===== config.mk =====
export PLATFORM = sky130hd
export DESIGN_NAME = uart_rx_capture_flat
export DESIGN_NICKNAME = d
export VERILOG_FILES = /design/src/rtl/uart_rx_capture_if.sv /design/src/rtl/uart_rx_capture.sv /design/src/flat_wrapper.sv
export SDC_FILE = /design/constraint.sdc
export NUM_CORES = 1
export LEC_CHECK = 0
export ABC_CLOCK_PERIOD_IN_PS = 4800
export BUFFER_PORTS_ARGS = -buffer_cell sky130_fd_sc_hd__buf_2
export CAP_MARGIN = 15
export CORE_MARGIN = 2
export CORE_UTILIZATION = 60
export CTS_BUF_LIST = sky130_fd_sc_hd__clkbuf_8 sky130_fd_sc_hd__clkbuf_16
export CTS_CLUSTER_SIZE = 16
export DETAILED_ROUTE_END_ITERATION = 12
export GPL_ROUTABILITY_DRIVEN = 1
export HOLD_SLACK_MARGIN = 0.1
export PLACE_DENSITY = 0.78
export SLEW_MARGIN = 20
export SYNTH_ARGS = -nofsm -noshare
export SYNTH_HDL_FRONTEND = slang
export SYNTH_SLANG_ARGS = --single-unit

===== constraint.sdc =====
create_clock -name system_clock -period 4.8 [get_ports system_clock]
set_input_delay 1.2 -clock system_clock [delete_from_list [all_inputs] [get_ports system_clock]]
set_output_delay 1.2 -clock system_clock [all_outputs]
set_load 0.02 [all_outputs]

===== src/rtl/uart_rx_capture_if.sv =====
// Received-byte stream from uart_rx_capture: a first-word-fall-through valid/ready
// byte channel plus the receiver's status pulses.
interface uart_rx_capture_if;
    logic [7:0] rx_data;
    logic       rx_valid;
    logic       rx_ready;
    logic       frame_error;
    logic       overrun;
    logic       busy;

    modport master (
        output rx_data,
        output rx_valid,
        output frame_error,
        output overrun,
        output busy,
        input  rx_ready
    );

    modport slave (
        input  rx_data,
        input  rx_valid,
        input  frame_error,
        input  overrun,
        input  busy,
        output rx_ready
    );
endinterface


===== src/rtl/uart_rx_capture.sv =====
// 8N1 UART receiver: synchronizes the line, samples each bit at mid-period,
// buffers bytes in a small FWFT FIFO and pulses framing/overrun errors.
module uart_rx_capture #(
    parameter int CLK_DIV    = 868,
    parameter int FIFO_DEPTH = 4
) (
    input  logic              system_clock,
    input  logic              system_reset,
    input  logic              uart_rtl_rxd,
    uart_rx_capture_if.master rx_bus
);

    localparam int CNT_W  = $clog2(CLK_DIV);
    localparam int ADDR_W = $clog2(FIFO_DEPTH);
    localparam int PTR_W  = ADDR_W + 1;

    localparam logic [CNT_W-1:0] BIT_RELOAD  = CNT_W'(CLK_DIV - 1);
    localparam logic [CNT_W-1:0] HALF_RELOAD = CNT_W'(CLK_DIV / 2 - 1);

    typedef enum logic [2:0] {
        IDLE,
        START,
        DATA,
        STOP,
        WAIT_IDLE
    } rx_state_t;

    rx_state_t        state;
    rx_state_t        state_next;
    logic [CNT_W-1:0] bit_cnt;
    logic [CNT_W-1:0] bit_cnt_next;
    logic [2:0]       bit_idx;
    logic [2:0]       bit_idx_next;
    logic [7:0]       shreg;
    logic [7:0]       shreg_next;

    logic             sync_meta;
    logic             rxs;
    logic             rxs_d;

    logic             stop_good;
    logic             stop_bad;
    logic             frame_error_q;
    logic             overrun_q;

    logic [7:0]       mem [FIFO_DEPTH];
    logic [PTR_W-1:0] wr_ptr;
    logic [PTR_W-1:0] rd_ptr;
    logic             fifo_empty;
    logic             fifo_full;
    logic             push;
    logic             pop;
    logic             drop;

    // Line idles high, so the synchronizer and edge detector reset to 1 to
    // avoid a false start edge when reset is released.
    always_ff @(posedge system_clock or posedge system_reset) begin
        if (system_reset) begin
            sync_meta <= 1'b1;
            rxs       <= 1'b1;
            rxs_d     <= 1'b1;
        end else begin
            sync_meta <= uart_rtl_rxd;
            rxs       <= sync_meta;
            rxs_d     <= rxs;
        end
    end

    always_ff @(posedge system_clock or posedge system_reset) begin
        if (system_reset) begin
            state   <= IDLE;
            bit_cnt <= '0;
            bit_idx <= '0;
            shreg   <= '0;
        end else begin
            state   <= state_next;
            bit_cnt <= bit_cnt_next;
            bit_idx <= bit_idx_next;
            shreg   <= shreg_next;
        end
    end

    always_comb begin
        state_next   = state;
        bit_cnt_next = bit_cnt;
        bit_idx_next = bit_idx;
        shreg_next   = shreg;
        stop_good    = 1'b0;
        stop_bad     = 1'b0;

        unique case (state)
            IDLE: begin
                if (rxs_d && !rxs) begin
                    bit_cnt_next = HALF_RELOAD;
                    state_next   = START;
                end
            end

            // A start bit that is high again at its midpoint was only a glitch.
            START: begin
                if (bit_cnt == '0) begin
                    if (rxs) begin
                        state_next = IDLE;
                    end else begin
                        bit_cnt_next = BIT_RELOAD;
                        bit_idx_next = '0;
                        state_next   = DATA;
                    end
                end else begin
                    bit_cnt_next = bit_cnt - 1'b1;
                end
            end

            DATA: begin
                if (bit_cnt == '0) begin
                    shreg_next   = {rxs, shreg[7:1]};
                    bit_cnt_next = BIT_RELOAD;
                    bit_idx_next = bit_idx + 3'd1;
                    if (bit_idx == 3'd7) begin
                        state_next = STOP;
                    end
                end else begin
                    bit_cnt_next = bit_cnt - 1'b1;
                end
            end

            STOP: begin
                if (bit_cnt == '0) begin
                    if (rxs) begin
                        stop_good  = 1'b1;
                        state_next = IDLE;
                    end else begin
                        stop_bad   = 1'b1;
                        state_next = WAIT_IDLE;
                    end
                end else begin
                    bit_cnt_next = bit_cnt - 1'b1;
                end
            end

            // Holding here until the line is high gives one frame_error per break.
            WAIT_IDLE: begin
                if (rxs) begin
                    state_next = IDLE;
                end
            end

            default: begin
                state_next = IDLE;
            end
        endcase
    end

    // Overrun is judged after any same-cycle pop, so a full FIFO being read
    // still accepts the incoming byte.
    assign fifo_empty = (wr_ptr == rd_ptr);
    assign fifo_full  = (wr_ptr[ADDR_W] != rd_ptr[ADDR_W]) &&
                        (wr_ptr[ADDR_W-1:0] == rd_ptr[ADDR_W-1:0]);
    assign pop        = !fifo_empty && rx_bus.rx_ready;
    assign push       = stop_good && (!fifo_full || pop);
    assign drop       = stop_good && fifo_full && !pop;

    always_ff @(posedge system_clock or posedge system_reset) begin
        if (system_reset) begin
            wr_ptr <= '0;
            rd_ptr <= '0;
        end else begin
            if (push) begin
                wr_ptr <= wr_ptr + 1'b1;
            end
            if (pop) begin
                rd_ptr <= rd_ptr + 1'b1;
            end
        end
    end

    always_ff @(posedge system_clock) begin
        if (push) begin
            mem[wr_ptr[ADDR_W-1:0]] <= shreg;
        end
    end

    always_ff @(posedge system_clock or posedge system_reset) begin
        if (system_reset) begin
            frame_error_q <= 1'b0;
            overrun_q     <= 1'b0;
        end else begin
            frame_error_q <= stop_bad;
            overrun_q     <= drop;
        end
    end

    // Storage is not reset, so the head is masked while empty.
    assign rx_bus.rx_data     = fifo_empty ? 8'h00 : mem[rd_ptr[ADDR_W-1:0]];
    assign rx_bus.rx_valid    = !fifo_empty;
    assign rx_bus.frame_error = frame_error_q;
    assign rx_bus.overrun     = overrun_q;
    assign rx_bus.busy        = (state != IDLE);

endmodule


===== src/flat_wrapper.sv =====
// flat-port wrapper written by rule: the top's interface ports become plain ports
module uart_rx_capture_flat 
#(
    parameter int CLK_DIV    = 868,
    parameter int FIFO_DEPTH = 4
)
  (system_clock, system_reset, uart_rtl_rxd, rx_bus_rx_data, rx_bus_rx_valid, rx_bus_frame_error, rx_bus_overrun, rx_bus_busy, rx_bus_rx_ready);
  uart_rx_capture_if rx_bus_i ();
  input  logic system_clock;
  input  logic system_reset;
  input  logic uart_rtl_rxd;
  output wire logic [$bits(rx_bus_i.rx_data)-1:0] rx_bus_rx_data;
  output wire logic [$bits(rx_bus_i.rx_valid)-1:0] rx_bus_rx_valid;
  output wire logic [$bits(rx_bus_i.frame_error)-1:0] rx_bus_frame_error;
  output wire logic [$bits(rx_bus_i.overrun)-1:0] rx_bus_overrun;
  output wire logic [$bits(rx_bus_i.busy)-1:0] rx_bus_busy;
  input wire logic [$bits(rx_bus_i.rx_ready)-1:0] rx_bus_rx_ready;
  assign rx_bus_rx_data = rx_bus_i.rx_data;
  assign rx_bus_rx_valid = rx_bus_i.rx_valid;
  assign rx_bus_frame_error = rx_bus_i.frame_error;
  assign rx_bus_overrun = rx_bus_i.overrun;
  assign rx_bus_busy = rx_bus_i.busy;
  assign rx_bus_i.rx_ready = rx_bus_rx_ready;
  uart_rx_capture #(.CLK_DIV(CLK_DIV), .FIFO_DEPTH(FIFO_DEPTH)) u_core (.system_clock(system_clock), .system_reset(system_reset), .uart_rtl_rxd(uart_rtl_rxd), .rx_bus(rx_bus_i));
endmodule

==> flow_summary.ini, run 1 <==
[run_status]
status = complete, no violations

[clocking]
cts-root-buf = clkbuf_8
hold_buffers = 0
cts_buffers = 9
cts_sinks = 67
path_clk_slew_ns = 0.07
clk_latency_ns = 0.35
cts_resized = 0
htree_levels = 3
cts_tree = done
cts_setup_buffers = 0
cts_buffer_depth = 2

[global_route]
grt_pass1_wl_mm = 8.30
grt_max_degree = 36
first_global_vias = 1735
track_usage_pct = 20.7
antenna_found_initial = 0
overflow = 0

[place]
hpwl_mm = 3.37
dpl_cell_area_sq_mm = 0.00320
gp_congestion = 0.839
pre_cts_slack_ns = 1.89
io_buffer_count = 15

[power]
switchingPower_uw = 558
pwr-share-seq_pct = 44.1
power_frac_clock_pct = 28.4
internal_power_uw = 1180
peakVddDrop_v = 0.000314
comb_power_share_pct = 27.5
power_leakage_uw = 0.00144
power.density_mw_per_mm2 = 510
switching_share_pct = 32.2

[sta]
setup_ws_ns = 1.62
setup_viol = 0
slew_violations = 0
rsz0062_at_grt = false
tns_ns = 0
period_share_pct = 66.3
relSlewSlack_pct = 40.0
fin_skew_ns = 0.00923
hold_violations = 0
fin_crit_ns = 3.18
max_freq_ghz = 0.314
whs_ns = 0.357
tightest_slew_ns = 0.895

[worst_setup_path]
crit_fanout = 11
crit_arrival_ns = 1.98
reg2reg_depth = 7
cp.required_ns = 3.60
r2r_slack_ns = 1.88
rr_startpoint = u_core.bit_cnt[0]$_DFFE_PP0P_
startpoint_type = flop
r2r-end = u_core.bit_cnt[3]$_DFFE_PP0P_
cp-end-kind = output pin
worst-setup-path-type = reg2out

[run]
maxCapViolations = 0

[synthesis]
yosysWarnings = 0
ys_ff_latch = 67
async_reset_ff_share_pct = 52.2
synth.top_cell.area_share_pct = 31.3
avgSynthCellArea_sq_um = 13.6
ys.flop_type = edfxtp_1
synthDistinctLibCells = 53
synth_area_sq_mm = 0.00307
synth_seq_area_share_pct = 60.0
synth_edf_count = 32
synth_nets = 238
synth_largest_area_cell = edfxtp_1
syn_inst = 226
synth_area_leaders = edfxtp_1 31%, dfrtp_1 26%, mux4_2 5.9%, ha_1 3.3%, mux2_1 2.9%

[min_path]
hold_class = reg2reg
hold_depth = 0
min_from = u_core.sync_meta$_DFF_PP1_
holdPathEnd = u_core.rxs$_DFF_PP1_

[cells_and_area]
area_growth_pct = 11.0
nNetsFinal = 256
fillers = 389
antennaDiodeCount = 0
layout-drive-gt1-share_pct = 20.9
final_area_sq_mm = 0.00341

[drt]
vias_per_cell = 5.74
wl_per_cell_um = 15.8
wl_mm = 5.03
drt_first_pass_iters = 4
drt-initial-drc-count = 120
drc = 0
antenna_left = 0
vias = 1830

[floorplanning]
design.portCount = 16
fp.coreArea_sq_mm = 0.00501
start_util_pct = 61.2
die_y_um = 75.5
rows = 26
die_w_um = 75.5
die-area_sq_mm = 0.00570
==> critical path: stages, from the launching register on <==
cell and delay [ns]:
dfrtp_1 0.73, xor2_1 0.25, nor2_1 0.08, nand2_1 0.24, and2_1 0.18, buf_2 0.16
==> cells by family after synthesis <==
family / Yosys count / synth area share [%]
buf+inv: 18 / 2.45
xor+xnor: 8 / 2.53
flops: 67 / 60.0
mux: 19 / 9.83
fa+ha+maj: 8 / 3.26
compound gates: 38 / 8.52
simple gates: 68 / 13.4
==> synth_stat cells, types with 3 or more instances <==
cell type,instances
nor3_1,5
xnor2_1,5
or3_1,3
and3_1,3
o21ai_0,3
ha_1,8
a21oi_1,9
buf_2,3
nor4_1,4
dfstp_2,3
o211ai_1,3
dfrtp_1,32
nand2_1,14
inv_1,9
mux4_2,8
edfxtp_1,32
clkbuf_1,5
mux2_1,8
nand2b_1,4
nor2_1,8
o21ai_1,8
and2_1,12
a21o_1,3
==> power groups by stage <==
stage	clock (uW)	combinational [uW]	sequential [uW]
floorplan	0	432	714
global placement	0	466	777
detailed placement	0	477	779
CTS	501	482	767
global route	522	533	783
finish	494	477	766
==> cell usage in the layout, fill, tap and decap left out, drive strengths merged, types with 2 or more instances in the layout <==
cell type  instances
a21oi              9
clkbuf             9
o21ai             11
edfxtp            32
and3               3
a31oi              2
dfrtp             32
a21o               3
dfstp              3
mux2               9
ha                 8
xnor2              5
or3                3
nand2b             4
nand3              3
nand2             15
nor4               5
mux2i              2
inv               11
bufinv             2
clkinv             2
o211ai             3
mux4               8
nor3               5
o311ai             2
nor2               8
buf               16
xor2               3
and2              13
nor4b              2
==> metrics by stage <==
step / instances / util (%) / total power (uW)
finish: 319 / 68.0 / 1740
global route: 319 / 68.0 / 1840
CTS: 319 / 68.0 / 1750
detailed placement: 303 / 63.8 / 1260
global placement: 303 / 63.8 / 1240
floorplan: 226 / - / 1150
==> worst max-delay path by stage <==
stage | start | cells past startpoint | slack, ns | endpoint
final | u_core.rd_ptr[0]$_DFFE_PP0P_ | 5 | 1.62 | rx_bus_rx_data[6]
after global routing | u_core.rd_ptr[0]$_DFFE_PP0P_ | 5 | 1.35 | rx_bus_rx_data[3]
after CTS | u_core.rd_ptr[0]$_DFFE_PP0P_ | 5 | 1.56 | rx_bus_rx_data[6]
after detailed placement | u_core.bit_cnt[0]$_DFFE_PP0P_ | 7 | 1.89 | u_core.bit_cnt[3]$_DFFE_PP0P_
after global placement | u_core.rd_ptr[0]$_DFFE_PP0P_ | 5 | 1.97 | rx_bus_rx_data[6]
after floorplan | u_core.rd_ptr[1]$_DFFE_PP0P_ | 6 | 1.99 | rx_bus_rx_data[0]
==> flip-flops by register name (all words and copies together), names as in the netlist <==
name and count:
u_core.mem 32, u_core.rd_ptr 3, u_core.rx_bus.frame_error 1, u_core.rxs 1
u_core.wr_ptr 3, u_core.sync_meta 1, u_core.shreg 8, u_core.rx_bus.overrun 1
u_core.bit_cnt 10, u_core.state 3, u_core.rxs_d 1, u_core.bit_idx 3
==> layout make-up <==
class / instances / area (sq um) / share of cell area, %
Multi-Input combinational cell: 141 / 1150 / 33.8
Clock buffer: 9 / 124 / 3.64
Sequential cell: 67 / 1840 / 54.0
Clock inverter: 7 / 85.1 / 2.50
Timing Repair Buffer: 16 / 82.6 / 2.42
Inverter: 9 / 33.8 / 0.992
Tap cell: 70 / 87.6 / 2.57
==> routing by layer <==
layer  vias to the layer above  part of all wire [%]  global-route usage [%]
li1                        878                     -                       -
met1                       899                    44                    25.4
met2                        39                    50                    33.1
met3                        14                   3.3                    6.48
met4                         0                   3.3                    10.9
met5                         -                     0                       0
Power figures use the tool's default switching activity.
==> run 2, diff against run 1 <==
Settings changed: ABC_CLOCK_PERIOD_IN_PS 4800 to 2850, CORE_UTILIZATION 60 to 54, PLACE_DENSITY 0.78 to 0.75.
Clock period 4.8 ns to 2.85 ns, I/O delays scaled along.
==> run 2 against run 1 <==
Net effect: register-to-register slack worse by 1.6 ns; first-iteration DRC count down 6.7%; worst hold slack about the same; sequential power up 70%; largest cell class unchanged.
==> flow_summary.ini, run 2 (synthesis results as in run 1) <==
[cells_and_area]
stdcell_count = 325
layout-drive-gt1-share_pct = 22.5
area_growth_pct = 11.6
nNetsFinal = 260
antennaDiodeCount = 0
most-common-layout-cells = 32 x edfxtp_1, 31 x dfrtp_1, 15 x buf_2
largest_reg_flops = 32
final_common_cell = edfxtp_1

[clocking]
cts-root-buf = clkbuf_8
path_clk_slew_ns = 0.07
htree_levels = 3
clk_latency_ns = 0.33
cts_buffer_depth = 2
cts_tree = done
cts_buffers = 9
cts_sinks = 67
hold_buffers = 0

[run_status]
status = complete, no violations

[worst_setup_path]
slowest_delay_ns = 0.64
startpoint_type = flop
crit_buf_inv = 1
cp.required_ns = 2.14
crit_fanout = 11
crit_arrival_ns = 1.89
cp_cell_sequence = xor2_1, nor2_1, nand2_1, and2_1, buf_2
worst-setup-path-type = reg2out
crit_path_top_delay_cell = dfrtp_1
crit_family = flip-flops
cp-end-kind = output pin

[place]
hpwl_mm = 3.57
dpl.cell_count = 309
gp_congestion = 0.844
io_buffer_count = 15

[floorplanning]
die_y_um = 79.4
fp.coreArea_sq_mm = 0.00551
rows = 27
die_w_um = 79.4
die-area_sq_mm = 0.00630
start_util_pct = 55.7
design.portCount = 16

[sta]
hold_violations = 0
tightest_slew_ns = 0.551
whs_ns = 0.357
setup_viol = 0
tns_ns = 0
relSlewSlack_pct = 62.9
period_share_pct = 91.4
slew_violations = 0
fin_crit_ns = 2.61
max_freq_ghz = 0.384
rsz0062_at_grt = false
fin_skew_ns = 0.00427

[drt]
dr_wl_met2_mm = 2.54
antenna_left = 0
top_layer = met4
drt-initial-drc-count = 112
vias = 1848
wl_met1_mm = 2.45
dr_wl_met3_um = 164
wl_per_cell_um = 16.1
drc = 0
vias_per_cell = 5.69
wl_mm = 5.23
drt_first_pass_iters = 4

[power]
power.density_mw_per_mm2 = 845
power_leakage_uw = 0.00144
peakVddDrop_v = 0.000607

[global_route]
track_usage_pct = 18.7
antenna_found_initial = 0
grt_max_degree = 36
overflow = 0
grt_pass1_wl_mm = 8.84
first_global_vias = 1802

[run]
maxCapViolations = 0

[min_path]
hold_class = reg2reg
run 2: metrics by stage:
step	area (sq um)	util [%]	total power (uW)	setup slack, ns
2_1_floorplan	3070	-	1930	0.457
3_3_place_gp	3230	58.6	2120	0.343
3_5_place_dp	3230	58.6	2150	0.279
4_1_cts	3420	62.2	2910	0.0921
5_1_grt	3420	62.2	3060	0.0931
6_report	3420	62.2	2890	0.244
run 2: power by group:
part	leakage [uW]	switching [uW]	internal, uW
clock network	0.0000984	355	402
registers	0.000767	193	1110
logic	0.000577	424	414
run 2: worst paths after layout:
path	startpoint	endpoint	slack, ns	cells past startpoint
min in group asynchronous	system_reset	u_core.shreg[3]$_DFFE_PP0P_	0.47	3
max reg2reg	u_core.bit_cnt[0]$_DFFE_PP0P_	u_core.mem[1][1]$_DFFE_PP_	0.26	6
min	u_core.sync_meta$_DFF_PP1_	u_core.rxs$_DFF_PP1_	0.36	0
max	u_core.rd_ptr[1]$_DFFE_PP0P_	rx_bus_rx_data[5]	0.24	5
min reg2reg	u_core.sync_meta$_DFF_PP1_	u_core.rxs$_DFF_PP1_	0.36	0
max in group asynchronous	system_reset	u_core.rd_ptr[0]$_DFFE_PP0P_	2.03	3
run 2: area by class of cell:
cell class | instances | area [sq um]
Fill cell | 431 | 2080
Inverter | 9 | 33.8
Clock inverter | 7 | 70.1
Sequential cell | 67 | 1840
Timing Repair Buffer | 20 | 113
Clock buffer | 9 | 124
Multi-Input combinational cell | 141 | 1150
Tap cell | 72 | 90.1
run 2: what timing repair did:
| item | in CTS | in global routing |
|---|---|---|
| buffers inserted | 0 | 0 |
| gates resized for setup | 0 | 1 |
| setup endpoints to repair | 0 | 6 |
run 2: worst reg2reg max path, cell delays in order, from the launching register on:
cell and delay, ns:
dfrtp_1 0.41, inv_1 0.07, ha_1 0.21, or4b_4 0.54
nor4_4 0.28, and3b_1 0.33, and2_1 0.41
run 2: per-layer routing:
metal,vias up,global-route usage (%)
li1,882,-
met1,914,26.1
met2,46,29.5
met3,6,3.73
met4,0,6.72
met5,-,0
